File: src/rtl/dma_s2mm_writer.sv
// Stream-to-memory DMA channel: accepts 32-bit samples on an AXI-Stream slave,
// buffers them in a small circular FIFO and writes them as single Wishbone
// write cycles to consecutive word addresses starting at a programmed base.
module dma_s2mm_writer #(
   parameter int FIFO_DEPTH = 4,
   parameter int LEN_W      = 16
) (
   input  logic             clk,
   input  logic             rst,
   input  logic             cfg_start,
   input  logic [31:0]      cfg_base_addr,
   input  logic [LEN_W-1:0] cfg_len,
   output logic             cfg_busy,
   output logic             cfg_done,
   output logic             err_len,
   input  logic             s_tvalid,
   input  logic [31:0]      s_tdata,
   input  logic             s_tlast,
   output logic             s_tready,
   output logic             wbm_cyc_o,
   output logic             wbm_stb_o,
   output logic             wbm_we_o,
   output logic [3:0]       wbm_sel_o,
   output logic [31:0]      wbm_adr_o,
   output logic [31:0]      wbm_dat_o,
   input  logic             wbm_ack_i
);

   localparam int PTR_W = $clog2(FIFO_DEPTH);
   localparam int CNT_W = PTR_W + 1;

   typedef enum logic [1:0] {
      IDLE,
      RUN,
      DONE
   } state_t;

   state_t state_q, state_d;

   // Transfer bookkeeping
   logic [31:0]      base_q;
   logic [LEN_W-1:0] len_q;
   logic [LEN_W-1:0] acc_cnt_q;
   logic [LEN_W-1:0] wr_cnt_q;
   logic             err_q;

   // Sample FIFO
   logic [31:0]      fifo_mem [FIFO_DEPTH];
   logic [PTR_W-1:0] wr_ptr_q;
   logic [PTR_W-1:0] rd_ptr_q;
   logic [CNT_W-1:0] fifo_cnt_q;

   // Wishbone master registers
   logic             wb_active_q;
   logic [31:0]      adr_q;
   logic [31:0]      dat_q;

   logic start_ok;
   logic fifo_full;
   logic fifo_empty;
   logic push;
   logic pop;
   logic ack_fire;
   logic last_write;
   logic issue;
   logic beat_is_len;

   assign start_ok    = (state_q == IDLE) && cfg_start;
   assign fifo_full   = (fifo_cnt_q == CNT_W'(FIFO_DEPTH));
   assign fifo_empty  = (fifo_cnt_q == '0);
   // Ready depends on registered state only; a pop this cycle does not open a slot.
   assign s_tready    = (state_q == RUN) && !fifo_full && (acc_cnt_q < len_q);
   assign push        = s_tvalid && s_tready;
   assign ack_fire    = wb_active_q && wbm_ack_i;
   assign pop         = ack_fire;
   assign beat_is_len = ((acc_cnt_q + LEN_W'(1)) == len_q);
   assign last_write  = ack_fire && ((wr_cnt_q + LEN_W'(1)) == len_q);
   // A new cycle starts only from an idle bus, which guarantees a gap after each ack.
   assign issue       = (state_q == RUN) && !fifo_empty && !wb_active_q;

   assign cfg_busy  = (state_q == RUN);
   assign cfg_done  = (state_q == DONE);
   assign err_len   = err_q;
   assign wbm_cyc_o = wb_active_q;
   assign wbm_stb_o = wb_active_q;
   assign wbm_we_o  = wb_active_q;
   assign wbm_sel_o = {4{wb_active_q}};
   assign wbm_adr_o = adr_q;
   assign wbm_dat_o = dat_q;

   // State register
   always_ff @(posedge clk) begin
      // NOTE: registers use <= so every flop samples pre-edge values, independent of block order.
      if (rst) state_q <= IDLE;
      else     state_q <= state_d;
   end

   // Next-state logic: a zero-length start goes straight to DONE
   always_comb begin
      // NOTE: default assigned first so no path leaves state_d unassigned (no latch).
      state_d = state_q;
      unique case (state_q)
         IDLE:    if (cfg_start) state_d = (cfg_len == '0) ? DONE : RUN;
         RUN:     if (last_write) state_d = DONE;
         DONE:    state_d = IDLE;
         default: state_d = IDLE;
      endcase
   end

   // Transfer parameters, beat/write counters and the sticky length error
   always_ff @(posedge clk) begin
      if (rst) begin
         base_q    <= '0;
         len_q     <= '0;
         acc_cnt_q <= '0;
         wr_cnt_q  <= '0;
         err_q     <= 1'b0;
      end else if (start_ok) begin
         base_q    <= cfg_base_addr & 32'hFFFF_FFFC;
         len_q     <= cfg_len;
         acc_cnt_q <= '0;
         wr_cnt_q  <= '0;
         err_q     <= 1'b0;
      end else begin
         if (push) begin
            acc_cnt_q <= acc_cnt_q + LEN_W'(1);
            // tlast must coincide exactly with the len-th beat; either mismatch flags
            if (s_tlast != beat_is_len) err_q <= 1'b1;
         end
         if (pop) wr_cnt_q <= wr_cnt_q + LEN_W'(1);
      end
   end

   // FIFO storage
   always_ff @(posedge clk) begin
      // NOTE: storage array is not reset; pointers and count alone define valid entries.
      if (push) fifo_mem[wr_ptr_q] <= s_tdata;
   end

   // FIFO pointers and occupancy; flushed on every accepted start
   always_ff @(posedge clk) begin
      if (rst || start_ok) begin
         wr_ptr_q   <= '0;
         rd_ptr_q   <= '0;
         fifo_cnt_q <= '0;
      end else begin
         if (push) wr_ptr_q <= wr_ptr_q + PTR_W'(1);
         if (pop)  rd_ptr_q <= rd_ptr_q + PTR_W'(1);
         unique case ({push, pop})
            2'b10:   fifo_cnt_q <= fifo_cnt_q + CNT_W'(1);
            2'b01:   fifo_cnt_q <= fifo_cnt_q - CNT_W'(1);
            default: fifo_cnt_q <= fifo_cnt_q;
         endcase
      end
   end

   // Wishbone master: one single write outstanding, fields held until ack
   always_ff @(posedge clk) begin
      if (rst) begin
         wb_active_q <= 1'b0;
         adr_q       <= '0;
         dat_q       <= '0;
      end else if (issue) begin
         wb_active_q <= 1'b1;
         adr_q       <= base_q + 32'({wr_cnt_q, 2'b00});
         dat_q       <= fifo_mem[rd_ptr_q];
      end else if (ack_fire) begin
         wb_active_q <= 1'b0;
         adr_q       <= '0;
         dat_q       <= '0;
      end
   end

endmodule

File: config.mk
export PLATFORM = sky130hd
export DESIGN_NAME = dma_s2mm_writer
export DESIGN_NICKNAME = d
export VERILOG_FILES = /design/src/rtl/dma_s2mm_writer.sv
export SDC_FILE = /design/constraint.sdc
export NUM_CORES = 1
export LEC_CHECK = 0
export BUFFER_PORTS_ARGS = -buffer_cell sky130_fd_sc_hd__buf_2
export CAP_MARGIN = 20
export CORE_MARGIN = 2
export CORE_UTILIZATION = 40
export DETAILED_ROUTE_END_ITERATION = 7
export HOLD_SLACK_MARGIN = 0.12
export PLACE_DENSITY = 0.61
export SLEW_MARGIN = 30
export SYNTH_ARGS = -nofsm -noshare
export SYNTH_HDL_FRONTEND = slang
export SYNTH_SLANG_ARGS = --single-unit
File: constraint.sdc
create_clock -name clk -period 2.86 [get_ports clk]
set_input_delay 0.286 -clock clk [delete_from_list [all_inputs] [get_ports clk]]
set_output_delay 0.286 -clock clk [all_outputs]
set_load 0.05 [all_outputs]
==> results by group <==
Status
  • Outcome: complete, no violations

Yosys
  • Sequential fraction of the synthesis area: 54.3%
  • Gate count after technology mapping: about 1200
  • Syn avg cell area: about 11 um^2
  • Netlist cell types: 66
  • FFs w/ async S/R, synth: 0%
  • EDFF count, synth: 128
  • Register bit count reported by yosys: 281
  • Count of warnings emitted by yosys: 0
  • Cell Area, Synth: 12700 um^2
  • Top FF cell, synth: dfxtp_1

Critical path
  • CP endpoint kind: flop
  • Worst Path Max Fanout: 2
  • Critical Path AT: 3.10 ns
  • Critical R2R Capture: fifo_cnt_q[2]$_SDFFE_PP0P_
  • Reg-to-reg slack, setup: 0.20 ns
  • Critical Path RT: 3.30 ns
  • Reg-to-Reg Start: len_q[13]$_SDFFE_PP0P_
  • FF-to-FF path depth: 14
  • Worst setup SP type: flop
  • Critical path type: reg -> reg

Timing
  • Hold WS: between 0.15 and 0.2 ns
  • Worst Setup Slack, final: 0.203 ns
  • # setup viols final: 0
  • Final hold vios: 0
  • Minimum clock period: between 2 and 3 ns
  • Worst slew pin tran: 0.754 ns
  • Final period util: between 90% and 100%
  • Max-slew violations: 0
  • Worst relative slew slack: 49.3%
  • Max Freq: 376 MHz
  • Setup tns final: 0 ns
  • Skew final: 0.0146 ns
  • RSZ-0062 raised after global routing: true

Floorplanning
  • Overall die height: 182 um
  • Die W: 182 um
  • Ports: between 150 and 200
  • Full die area: 33300 um^2
  • Initial core utilization: 40.4%
  • Core Rows: 65
  • Core area: around 31000 um^2

Worst hold path
  • Hold wc startpoint: rst
  • Worst min-delay path endpoint: wbm_adr_o[10]$_SDFFE_PP0P_
  • Hold Path Depth: 2
  • Tightest Hold Check Type: in -> reg

Run
  • Max Cap Viol: 0

Routing
  • Routed Antenna Nets: 0
  • 1st-iter DRT viols: about 550
  • DR pass1 iterations: 5
  • Vias: between 9000 and 10000
  • Residual DRC: 0
  • WL/cell: 17.0 um
  • DRT Wirelength: 31800 um
  • DR vias/cell: 5.20

Global routing
  • Vias in the first global route: ~9600
  • Total grt overflow: 0
  • Initial antenna violation count: 0
  • Overall global routing resource usage: 19.2%
  • Global-route wire length before repair: 51100 um
  • Largest net degree at the start of global routing: 49

Pwr
  • Clock power share: 46.0%
  • Power Internal: 7330 uW
  • P_sw: around 2100 uW
  • Seq pwr share: 46.0%
  • LEAKAGE: slightly above 0.006 uW
  • Worst vdd ir: 505 uV
  • Comb power frac: 8.0%
  • Pwr dens: 587 nW/um^2
  • Switch share: 22.5%
  • Total Power: 9450 uW

Clock network
  • Total CTS buffers: 31
  • Clk sinks: between 200 and 300
  • H-Tree Depth: 1
  • Clock Root Buffer: clkbuf_16
  • Clock-pin slew on the worst setup and hold paths: 0.06 ns
  • TritonCTS clock tree: built
  • Worst-case clock buffer depth: 3
  • Clk_lat worst skew: between 0.5 and 0.6 ns

Place
  • Pre-CTS WS: 0.111 ns
  • HPWL Detailed: 21300 um
  • # port buffers: 156
  • Final Wtd Congestion: 0.838

Cells and area
  • Area grow syn2layout: 26.4%
  • # diodes: 0
  • Nets: 1566
  • Share of layout cells above drive strength 1: 22.3%
  • # fillers: about 2800
  • Finished Core Util: approximately half
synth_stat cells (3+ instances only):
master | number | area share (%)
nor2_1 | 65 | 1.9
and3_1 | 9 | 0.44
buf_4 | 14 | 0.83
nand2_1 | 185 | 5.5
a21o_1 | 3 | 0.18
edfxtp_1 | 128 | 30
ha_1 | 39 | 3.8
inv_1 | 32 | 0.94
a31o_2 | 3 | 0.21
o211ai_1 | 4 | 0.24
and4_1 | 4 | 0.28
nand4_1 | 17 | 0.84
and2_1 | 9 | 0.44
o21ai_0 | 45 | 1.8
o31ai_1 | 5 | 0.29
dfxtp_1 | 153 | 24
or4_1 | 3 | 0.18
buf_1 | 12 | 0.35
mux2i_1 | 6 | 0.47
xor2_1 | 48 | 3.3
a21oi_1 | 115 | 4.5
or3_1 | 4 | 0.20
nor2b_1 | 5 | 0.25
mux2_2 | 4 | 0.35
a211o_1 | 3 | 0.21
nor4_1 | 11 | 0.54
nand3_1 | 58 | 2.3
clkbuf_1 | 43 | 1.3
a31oi_1 | 5 | 0.25
nor3_1 | 16 | 0.63
mux4_2 | 32 | 5.7
a211oi_1 | 7 | 0.41
o21a_1 | 7 | 0.41
xnor2_1 | 46 | 3.2
a32o_1 | 3 | 0.24
o2111ai_1 | 5 | 0.34
buf_2 | 5 | 0.20
nand2b_1 | 8 | 0.39
sequential cells by signal, indices dropped and copies added, names as in the netlist, named ones only:
| register | flops |
|---|---|
| wbm_dat_o | 32 |
| err_len | 1 |
| wr_cnt_q | 16 |
| base_q | 30 |
| wr_ptr_q | 2 |
| acc_cnt_q | 16 |
| wbm_cyc_o | 1 |
| fifo_cnt_q | 3 |
| rd_ptr_q | 2 |
| len_q | 16 |
| state_q | 2 |
| fifo_mem | 128 |
| wbm_adr_o | 30 |
cells by family (layout without fill, tap and decap cells):
| family | count (synthesis) | count (layout) | synth area share [%] |
|---|---|---|---|
| compound gates | 220 | 220 | 10.1 |
| xor+xnor | 94 | 94 | 6.47 |
| fa+ha+maj | 41 | 41 | 4.15 |
| buf+inv | 108 | 377 | 3.71 |
| flops | 281 | 281 | 54.3 |
| mux | 42 | 42 | 6.49 |
| other cells | 1 | 2 | 0.0295 |
| simple gates | 407 | 407 | 14.8 |
layout by cell type, fill, tap and decap left out, types with 13 or more instances in the layout:
cell type	netlist	layout
ha_1	39	39
nand2_1	185	184
o21ai_0	45	45
buf_4	14	45
edfxtp_1	128	128
xor2_1	48	48
nor3_1	16	13
dfxtp_1	153	150
clkbuf_16	0	31
xnor2_1	46	46
inv_1	32	32
a21oi_1	115	115
mux4_2	32	32
nand3_1	58	58
nor2_1	65	65
nand4_1	17	17
dlygate4sd3_1	0	80
buf_2	5	155
power groups by stage:
stage / registers (uW) / clock network (uW) / logic, uW
CTS: 4350 / 4430 / 759
floorplan: 4460 / 0 / 382
global route: 4360 / 4580 / 835
finish: 4350 / 4350 / 759
global placement: 4430 / 0 / 661
detailed placement: 4430 / 0 / 670
critical path, cell delays in order (launching register included):
cell and delay, ns:
dfxtp_2 0.32, inv_1 0.06, ha_1 0.30, nand4_1 0.15, nor3_2 0.18, o2111ai_1 0.16
o2111a_1 0.27, inv_1 0.06, ha_1 0.17, inv_1 0.06, fa_1 0.37, xor2_1 0.15
nor2_1 0.11, xnor2_1 0.12, nor2_1 0.05
how the worst max path moves through the flow:
stage	slack [ns]	start	cells past startpoint	end
2_1_floorplan	0.05	len_q[15]$_SDFFE_PP0P_	15	fifo_cnt_q[2]$_SDFFE_PP0P_
3_3_place_gp	0.16	wr_cnt_q[0]$_SDFFE_PP0P_	9	wbm_adr_o[26]$_SDFFE_PP0P_
3_5_place_dp	0.11	wr_cnt_q[0]$_SDFFE_PP0P_	9	wbm_adr_o[28]$_SDFFE_PP0P_
4_1_cts	0.09	wr_cnt_q[0]$_SDFFE_PP0P_	9	wbm_adr_o[28]$_SDFFE_PP0P_
5_1_grt	-0.08	len_q[13]$_SDFFE_PP0P_	14	fifo_cnt_q[2]$_SDFFE_PP0P_
6_report	0.20	len_q[13]$_SDFFE_PP0P_	14	fifo_cnt_q[2]$_SDFFE_PP0P_
metrics by stage:
stage                     cell area [um^2]  instances
final                                16100       1866
after floorplan                      12700       1195
after detailed placement             14100       1727
after global routing                 16100       1866
after global placement               14100       1727
after CTS                            16100       1865
area by class of cell:
| cell class | instances | area [um^2] | share of cell area (%) |
|---|---|---|---|
| repair buffers | 286 | 2030 | 12.6 |
| multi-input cells | 806 | 5390 | 33.5 |
| inverters | 33 | 124 | 0.770 |
| clock buffers | 37 | 838 | 5.21 |
| flip-flops and latches | 281 | 6910 | 43.0 |
| clock inverters | 21 | 292 | 1.81 |
| well taps | 402 | 503 | 3.13 |
layer usage:
metal  share of wire, %  wire, um  GRT usage [%]
met2                 48     15400           33.6
met3                5.4      1710           3.59
met4                1.7       549           3.68
met5                  0         0              0
met1                 44     14100           25.0
repair_timing:
action / in CTS / in global routing
endpoints found under the hold margin: 176 / 0
resized for setup: 0 / 2
setup buffers: 0 / 1
hold buffers: 80 / 0
setup endpoints to repair: 0 / 60
(Power assumes the default switching activity.)
